## src/rtl/tx_queue_arb.sv

```systemverilog
// tx_queue_arb: two-source packet arbiter driving a 64-bit MAC transmit port, with truncation of over-long packets.
// Build macro TXARB_STRICT_PRIO_EN selects fixed priority (port 0 wins) instead of round-robin.
module tx_queue_arb #(
   parameter int MAX_BEATS = 1200
) (
   input  logic        clk_156m25,
   input  logic        reset_156m25,
   input  logic [63:0] q0_data,
   input  logic        q0_val,
   input  logic        q0_sop,
   input  logic        q0_eop,
   input  logic [2:0]  q0_mod,
   output logic        q0_full,
   input  logic [63:0] q1_data,
   input  logic        q1_val,
   input  logic        q1_sop,
   input  logic        q1_eop,
   input  logic [2:0]  q1_mod,
   output logic        q1_full,
   output logic [63:0] pkt_tx_data,
   output logic        pkt_tx_val,
   output logic        pkt_tx_sop,
   output logic        pkt_tx_eop,
   output logic [2:0]  pkt_tx_mod,
   input  logic        pkt_tx_full,
   output logic        trunc_pulse,
   output logic        grant_idx,
   output logic        busy
);
   // state | meaning
   // IDLE  | no grant; both sources back-pressured
   // GRANT | forwarding the packet of port g to the MAC
   // DRAIN | packet of port g was truncated; its remaining beats are accepted and dropped up to eop
   typedef enum logic [1:0] {
      IDLE  = 2'd0,
      GRANT = 2'd1,
      DRAIN = 2'd2
   } state_t;

   localparam logic [15:0] MAX_B = 16'(MAX_BEATS);

   state_t      state_q, state_d;
   logic        g_q, g_d;
   logic        lp_q, lp_d;
   logic [15:0] cnt_q, cnt_d;
   logic [63:0] tx_data_q, tx_data_d;
   logic        tx_val_q, tx_val_d;
   logic        tx_sop_q, tx_sop_d;
   logic        tx_eop_q, tx_eop_d;
   logic [2:0]  tx_mod_q, tx_mod_d;
   logic        trunc_q, trunc_d;

   logic        elig0, elig1, any_elig, other_elig;
   logic        pick, chain_ok;
   logic        active, xfer, last_beat;
   logic        sel_val, sel_sop, sel_eop;
   logic [2:0]  sel_mod;
   logic [63:0] sel_data;

   assign elig0      = q0_val & q0_sop;
   assign elig1      = q1_val & q1_sop;
   assign any_elig   = elig0 | elig1;
   assign other_elig = g_q ? elig0 : elig1;

`ifdef TXARB_STRICT_PRIO_EN
   // Back-to-back handoff only toward port 0, so port 1 can never starve port 0 through chaining.
   assign pick     = ~elig0;
   assign chain_ok = g_q;
`else
   assign pick     = (elig0 & elig1) ? ~lp_q : elig1;
   assign chain_ok = 1'b1;
`endif

   assign active  = (state_q != IDLE);
   assign q0_full = ~(active & ~g_q & ~pkt_tx_full);
   assign q1_full = ~(active &  g_q & ~pkt_tx_full);

   assign sel_val  = g_q ? q1_val  : q0_val;
   assign sel_sop  = g_q ? q1_sop  : q0_sop;
   assign sel_eop  = g_q ? q1_eop  : q0_eop;
   assign sel_mod  = g_q ? q1_mod  : q0_mod;
   assign sel_data = g_q ? q1_data : q0_data;

   assign xfer      = active & ~pkt_tx_full & sel_val;
   assign last_beat = (({1'b0, cnt_q} + 17'd1) == {1'b0, MAX_B});

   always_comb begin
      state_d   = state_q;
      g_d       = g_q;
      lp_d      = lp_q;
      cnt_d     = cnt_q;
      tx_data_d = tx_data_q;
      tx_mod_d  = tx_mod_q;
      tx_val_d  = 1'b0;
      tx_sop_d  = 1'b0;
      tx_eop_d  = 1'b0;
      trunc_d   = 1'b0;

      if (xfer && (cnt_q != MAX_B)) begin
         cnt_d = cnt_q + 16'd1;
      end

      case (state_q)
         IDLE: begin
            if (any_elig && !pkt_tx_full) begin
               state_d = GRANT;
               g_d     = pick;
               lp_d    = pick;
               cnt_d   = '0;
            end
         end
         GRANT: begin
            if (xfer) begin
               tx_val_d  = 1'b1;
               tx_data_d = sel_data;
               tx_sop_d  = sel_sop;
               tx_eop_d  = sel_eop;
               tx_mod_d  = sel_mod;
               if (sel_eop) begin
                  if (other_elig && chain_ok) begin
                     g_d   = ~g_q;
                     lp_d  = ~g_q;
                     cnt_d = '0;
                  end else begin
                     state_d = IDLE;
                  end
               end else if (last_beat) begin
                  tx_eop_d = 1'b1;
                  tx_mod_d = 3'd0;
                  trunc_d  = 1'b1;
                  state_d  = DRAIN;
               end
            end
         end
         DRAIN: begin
            if (xfer && sel_eop) begin
               state_d = IDLE;
            end
         end
         default: state_d = IDLE;
      endcase
   end

   always_ff @(posedge clk_156m25) begin
      if (reset_156m25) begin
         state_q   <= IDLE;
         g_q       <= 1'b0;
         lp_q      <= 1'b1;
         cnt_q     <= '0;
         tx_data_q <= '0;
         tx_val_q  <= 1'b0;
         tx_sop_q  <= 1'b0;
         tx_eop_q  <= 1'b0;
         tx_mod_q  <= '0;
         trunc_q   <= 1'b0;
      end else begin
         state_q   <= state_d;
         g_q       <= g_d;
         lp_q      <= lp_d;
         cnt_q     <= cnt_d;
         tx_data_q <= tx_data_d;
         tx_val_q  <= tx_val_d;
         tx_sop_q  <= tx_sop_d;
         tx_eop_q  <= tx_eop_d;
         tx_mod_q  <= tx_mod_d;
         trunc_q   <= trunc_d;
      end
   end

   assign pkt_tx_data = tx_data_q;
   assign pkt_tx_val  = tx_val_q;
   assign pkt_tx_sop  = tx_sop_q;
   assign pkt_tx_eop  = tx_eop_q;
   assign pkt_tx_mod  = tx_mod_q;
   assign trunc_pulse = trunc_q;
   assign grant_idx   = g_q;
   assign busy        = active;

endmodule

```

## config.mk

```make
export PLATFORM = sky130hd
export DESIGN_NAME = tx_queue_arb
export DESIGN_NICKNAME = d
export VERILOG_FILES = /design/src/rtl/tx_queue_arb.sv
export SDC_FILE = /design/constraint.sdc
export NUM_CORES = 1
export LEC_CHECK = 0
export ABC_CLOCK_PERIOD_IN_PS = 1900
export BUFFER_PORTS_ARGS = -buffer_cell sky130_fd_sc_hd__buf_2
export CAP_MARGIN = 5
export CELL_PAD_IN_SITES_DETAIL_PLACEMENT = 0
export CELL_PAD_IN_SITES_GLOBAL_PLACEMENT = 1
export CORE_MARGIN = 4
export CORE_UTILIZATION = 30
export DETAILED_ROUTE_END_ITERATION = 8
export PLACE_DENSITY = 0.76
export SYNTH_ARGS = -nofsm -noshare
export SYNTH_HDL_FRONTEND = slang
export SYNTH_SLANG_ARGS = --single-unit
export TNS_END_PERCENT = 1
```

## constraint.sdc

```tcl
create_clock -name clk_156m25 -period 1.9 [get_ports clk_156m25]
set_input_delay 0.38 -clock clk_156m25 [delete_from_list [all_inputs] [get_ports clk_156m25]]
set_output_delay 0.38 -clock clk_156m25 [all_outputs]
set_load 0.02 [all_outputs]
```

Word-level counts from Yosys, hierarchy flattened --
Index checks and enable logic that the tools add are counted. Widths: inputs -> output; s select.
Storage, ports and cells: register bits after elaboration 91, bits of input ports 143, word-level logic and storage cells 83
Cells by class: add/subtract/negate cells 2, equal/unequal tests 11, muxes and demuxes 30, bitwise operators 17, reduce and logical (&&, ||, !) cells 13
Operators with widths (count):
- $mux 16 | 5
- $mux 64 | 1
- $pmux 16 s2 | 1
- $add 16x1->17 const B | 1
- $eq 17x11->1 const B | 1
- $add 16x1->16 const B | 1
- $ne 16x11->1 const B | 1
- $mux 1 | 12
- $mux 2 | 6
- $ne 2x2->1 const B | 5
- $reduce_and 5->1 | 2
- $and 1x1->1 | 9
- $mux 3 | 3
- $not 1->1 | 7
- $ne 3x3->1 const B | 2
- $pmux 2 s3 | 1
- $reduce_bool 2->1 | 2
- $reduce_or 4->1 | 1
- $logic_and 1x1->1 | 3
- $reduce_or 3->1 | 1
- $eq 2x1->1 const B | 1
- $eq 2x2->1 const B | 1
- $logic_not 2->1 | 1
- $pmux 1 s2 | 1
- other kinds (4) | 4

Logic depth before layout (Yosys ltp) --
depth in word-level cells 9, gate-level depth with buffers 9, mapped depth without buffers 8

Worst setup path before layout --
Ideal clock, no wire load.
path kind reg-to-reg, start point register g_q (netlist: grant_idx), end point register cnt_q[10], library setup time 0.117 ns, arrival 1.906 ns, required time 1.783 ns, path slack -0.124 ns, stages on the path, launching flop included 8, clock period less this slack 2.024 ns, cell sequence dfxtp_1 buf_2 mux2i_1 or4_1 clkbuf_1 o21ai_2 buf_2 nor2_1
On the way: cells in the longest elaborated chain, start to end 8
Ends and longest elaborated chain:
- start, declared | line 43 | logic g_q, g_d;
- start signal, assigned | line 158 | g_q <= g_d;
- $mux 1 | line 78 | assign sel_val = g_q ? q1_val : q0_val;
- $and 1x1->1 | line 84 | assign xfer = active & ~pkt_tx_full & sel_val;
- $logic_and 1x1->1 | line 99 | if (xfer && (cnt_q != MAX_B)) begin
- $mux 16 | line 99
- $mux 16 | line 120 | if (other_elig && chain_ok) begin
- $mux 16 | line 119 | if (sel_eop) begin
- $mux 16 | line 113 | if (xfer) begin
- $pmux 16 s2 * | line 103 | case (state_q)
- end signal, assigned | line 160 | cnt_q <= cnt_d;
- end, declared | line 45 | logic [15:0] cnt_q, cnt_d;
Every way passes the cells marked *; elsewhere a longest branch is shown, timed or not. A chain may end at the register's enable or synchronous reset.

Worst setup path in the final report --
start point register cnt_q[6], end point register tx_mod_q[0] (netlist: pkt_tx_mod[0])
On the way: cells in the longest elaborated chain, start to end 4
Ends and longest elaborated chain:
- $add 16x1->17 | line 85 | assign last_beat = (({1'b0, cnt_q} + 17'd1) == {1'b0, MAX_B});
- $eq 17x11->1 | line 85
- $mux 3 | line 127 | end else if (last_beat) begin
- $mux 3 | line 119
- end signal, assigned | line 165 | tx_mod_q <= tx_mod_d;
- end, declared | line 50 | logic [2:0] tx_mod_q, tx_mod_d;
No other way between the ends.

==> flow_metrics.env <==
export IMPL_synth_distinct_cells=48
export IMPL_hp_class="in2reg"
export IMPL_antenna_found_initial=2
export IMPL_synth_nets=628
export IMPL_routed_via_count=4389
export IMPL_startpoint_type="flip-flop"
export IMPL_final_cells=921
export IMPL_worst_slew_margin_rel=0.661
export IMPL_min_from="q0_data[27]"
export IMPL_finalSetupViolations=7
export IMPL_pre_cts_slack_ps=-236
export IMPL_fin_crit_ps=2010
export IMPL_clkSlewWorstSetupHoldPaths_ps=70
export IMPL_maxCapViolCount=0
export IMPL_hpwl_mm=10.9
export IMPL_grt_use_total=0.162
export IMPL_core_sq_mm=0.0145
export IMPL_worstPathMaxFanout=5
export IMPL_stdcell_area_sq_mm=0.00652
export IMPL_drv_slew=0
export IMPL_ys_seq_area_frac=0.414
export IMPL_yosysWarnings=0
export IMPL_drt_iter0_markers=134
export IMPL_wl_mm=13.9
export IMPL_r2r_start="cnt_q[6]$_SDFF_PP0_"
export IMPL_async_flop_share=0
export IMPL_syn_area_per_cell_sq_um=9.11
export IMPL_final_common_cell="buf_2"
export IMPL_grt_pass1_wl_mm=21.6
export IMPL_p_leak_nw=2.70
export IMPL_fin_nets=877
export IMPL_finalHoldViolations=0
export IMPL_cts_root_buffer="clkbuf_16"
export IMPL_clock_latency_ps=340
export IMPL_required_ps=2110
export IMPL_grt_pass1_vias=4292
export IMPL_htreeDepth=3
export IMPL_cts_buffer_depth=2
export IMPL_critPathKind="reg2reg"
export IMPL_cts_tree="built"
export IMPL_dieHeight_microns=129
export IMPL_critPathLaunch="cnt_q[6]$_SDFF_PP0_"
export IMPL_status="finished with violations"
export IMPL_final_cell_mix="buf_2, nor2_1, dfxtp_1, mux2i_1, a211oi_1"
export IMPL_synthesis_area_sq_mm=0.00440
export IMPL_gp_routability_congestion=0.878
export IMPL_synth_ff_type="dfxtp_1"
export IMPL_ir_drop_mv=0.511
export IMPL_drive_above_1_share=0.449
export IMPL_start_util=0.304
export IMPL_io_pins=218
export IMPL_gr_total_overflow=0
export IMPL_placed_cells=899
export IMPL_grt_max_degree=71
export IMPL_critPathCaptureType="flip-flop"
export IMPL_clock_fmax_mhz=498
export IMPL_finalPower_mw=4.16
export IMPL_cts_sinks=91
export IMPL_die_x_microns=129
export IMPL_final_core_util=0.450
export IMPL_drt_pass1_iterations=4
export IMPL_hold_buffers=0
export IMPL_post_route_period_util=1.06
export IMPL_routed_via_density=4.77
export IMPL_drc_errors=0
export IMPL_dpl_cell_area_sq_mm=0.00605
export IMPL_violations="setup timing"
export IMPL_yosys_register_bits=91
export IMPL_setup_slack_ps=-110
export IMPL_syn_to_final_growth_pct=48.0
export IMPL_cp_arrival_ps=2220
export IMPL_die_area_sq_mm=0.0167
export IMPL_finClkSkew_ps=8.99
export IMPL_postRouteAntennaNets=0
export IMPL_synth_cells=483
export IMPL_antenna_cells=0
export IMPL_synth_edf_count=0
export IMPL_io_buffers=217
export IMPL_cts_buffers=9
export IMPL_tightest_slew_ps=509
export IMPL_wl_per_cell_microns=15.0
export IMPL_rows=44
export IMPL_powerDensity_mw_per_mm2=639
export IMPL_rsz0062_at_grt="true"
flip-flops by register name, indices dropped and copies added (netlist names):
signal and flops:
cnt_q 16, grant_idx 1, lp_q 1, pkt_tx_data 64, pkt_tx_eop 1, pkt_tx_mod 3, pkt_tx_sop 1, pkt_tx_val 1
state_q 2, trunc_pulse 1
worst max-delay path: stages (launching register included):
cell      delay, ps
dfxtp_4         370
nand3_2          80
or3_1           370
a221oi_2        270
nand4_2         250
nor4_4          420
o41ai_2         130
synth_stat cells (2+ instances only):
| cell | count | area share |
|---|---|---|
| a211oi_1 | 65 | 0.11 |
| nor2_1 | 90 | 0.077 |
| clkbuf_1 | 29 | 0.025 |
| or4_1 | 2 | 0.0034 |
| nand2_1 | 10 | 0.0085 |
| dfxtp_1 | 91 | 0.41 |
| xor2_1 | 7 | 0.014 |
| or2_2 | 2 | 0.0028 |
| o21a_1 | 3 | 0.0051 |
| o21ai_0 | 6 | 0.0068 |
| o41ai_1 | 3 | 0.0060 |
| xnor2_1 | 9 | 0.018 |
| or3_1 | 6 | 0.0085 |
| nand2b_1 | 4 | 0.0057 |
| ha_1 | 2 | 0.0057 |
| nor3_1 | 7 | 0.0080 |
| nor4_1 | 7 | 0.0099 |
| o31ai_1 | 2 | 0.0034 |
| mux2i_1 | 71 | 0.16 |
| buf_2 | 7 | 0.0080 |
| buf_1 | 5 | 0.0043 |
| a21oi_1 | 5 | 0.0057 |
| inv_1 | 5 | 0.0043 |
| nand3b_1 | 4 | 0.0068 |
| mux2_2 | 2 | 0.0051 |
| nand4b_1 | 2 | 0.0040 |
| nor4bb_1 | 2 | 0.0045 |
| nand3_1 | 6 | 0.0068 |
| nand4_1 | 10 | 0.014 |
metrics by stage:
stage / TNS (ps) / hold slack (ps)
after floorplan: -118 / 470
final: -463 / 366
after CTS: -334 / 351
after global placement: -1020 / 473
after global routing: -1940 / 362
after detailed placement: -1770 / 488
power breakdown:
group | switching [mW] | internal, mW
clock network | 0.757 | 0.893
logic | 0.286 | 0.287
registers | 0.0140 | 1.93
total | 1.06 | 3.11
kinds of logic after synthesis:
group / count (synthesis) / synth area share
buffers and inverters: 46 / 0.0412
adders and majority gates: 2 / 0.00568
DFF: 91 / 0.414
xor gates and xnor gates: 16 / 0.0318
muxes: 73 / 0.167
and+or+nand+nor: 160 / 0.179
AOI/OAI and AO/OA: 95 / 0.162
layer usage:
| layer | up-vias | GRT usage | routed length, microns |
|---|---|---|---|
| met4 | 4 | 0.0364 | 140 |
| met2 | 121 | 0.280 | 7130 |
| met1 | 1987 | 0.183 | 5430 |
| met3 | 13 | 0.0750 | 1130 |
| li1 | 2264 | - | - |
| met5 | - | 0 | 34 |
final timing paths:
path | endpoint | slack (ps) | cells past startpoint
setup / recovery | pkt_tx_mod[0]$_SDFFE_PP0P_ | -110 | 6
hold / removal | pkt_tx_data[27]$_SDFFE_PP0P_ | 370 | 3
setup reg to reg | pkt_tx_mod[0]$_SDFFE_PP0P_ | -110 | 6
hold reg to reg | pkt_tx_data[14]$_SDFFE_PP0P_ | 490 | 2
area by class of cell:
| cell class | instances | area (sq um) |
|---|---|---|
| flip-flops and latches | 91 | 1840 |
| repair buffers | 279 | 1630 |
| multi-input cells | 346 | 2520 |
| inverters | 5 | 18.8 |
| well taps | 184 | 230 |
| clock buffers | 11 | 233 |
| clock inverters | 5 | 36.3 |
| fillers | 1427 | 7960 |
repair_timing:
action | CTS | global route
pin swaps | 11 | 15
setup buffers | 5 | 2
cloned | 0 | 0
gates resized for setup | 20 | 17
setup endpoints to repair | 20 | 25
No activity file was read; power rests on OpenSTA's default activity.
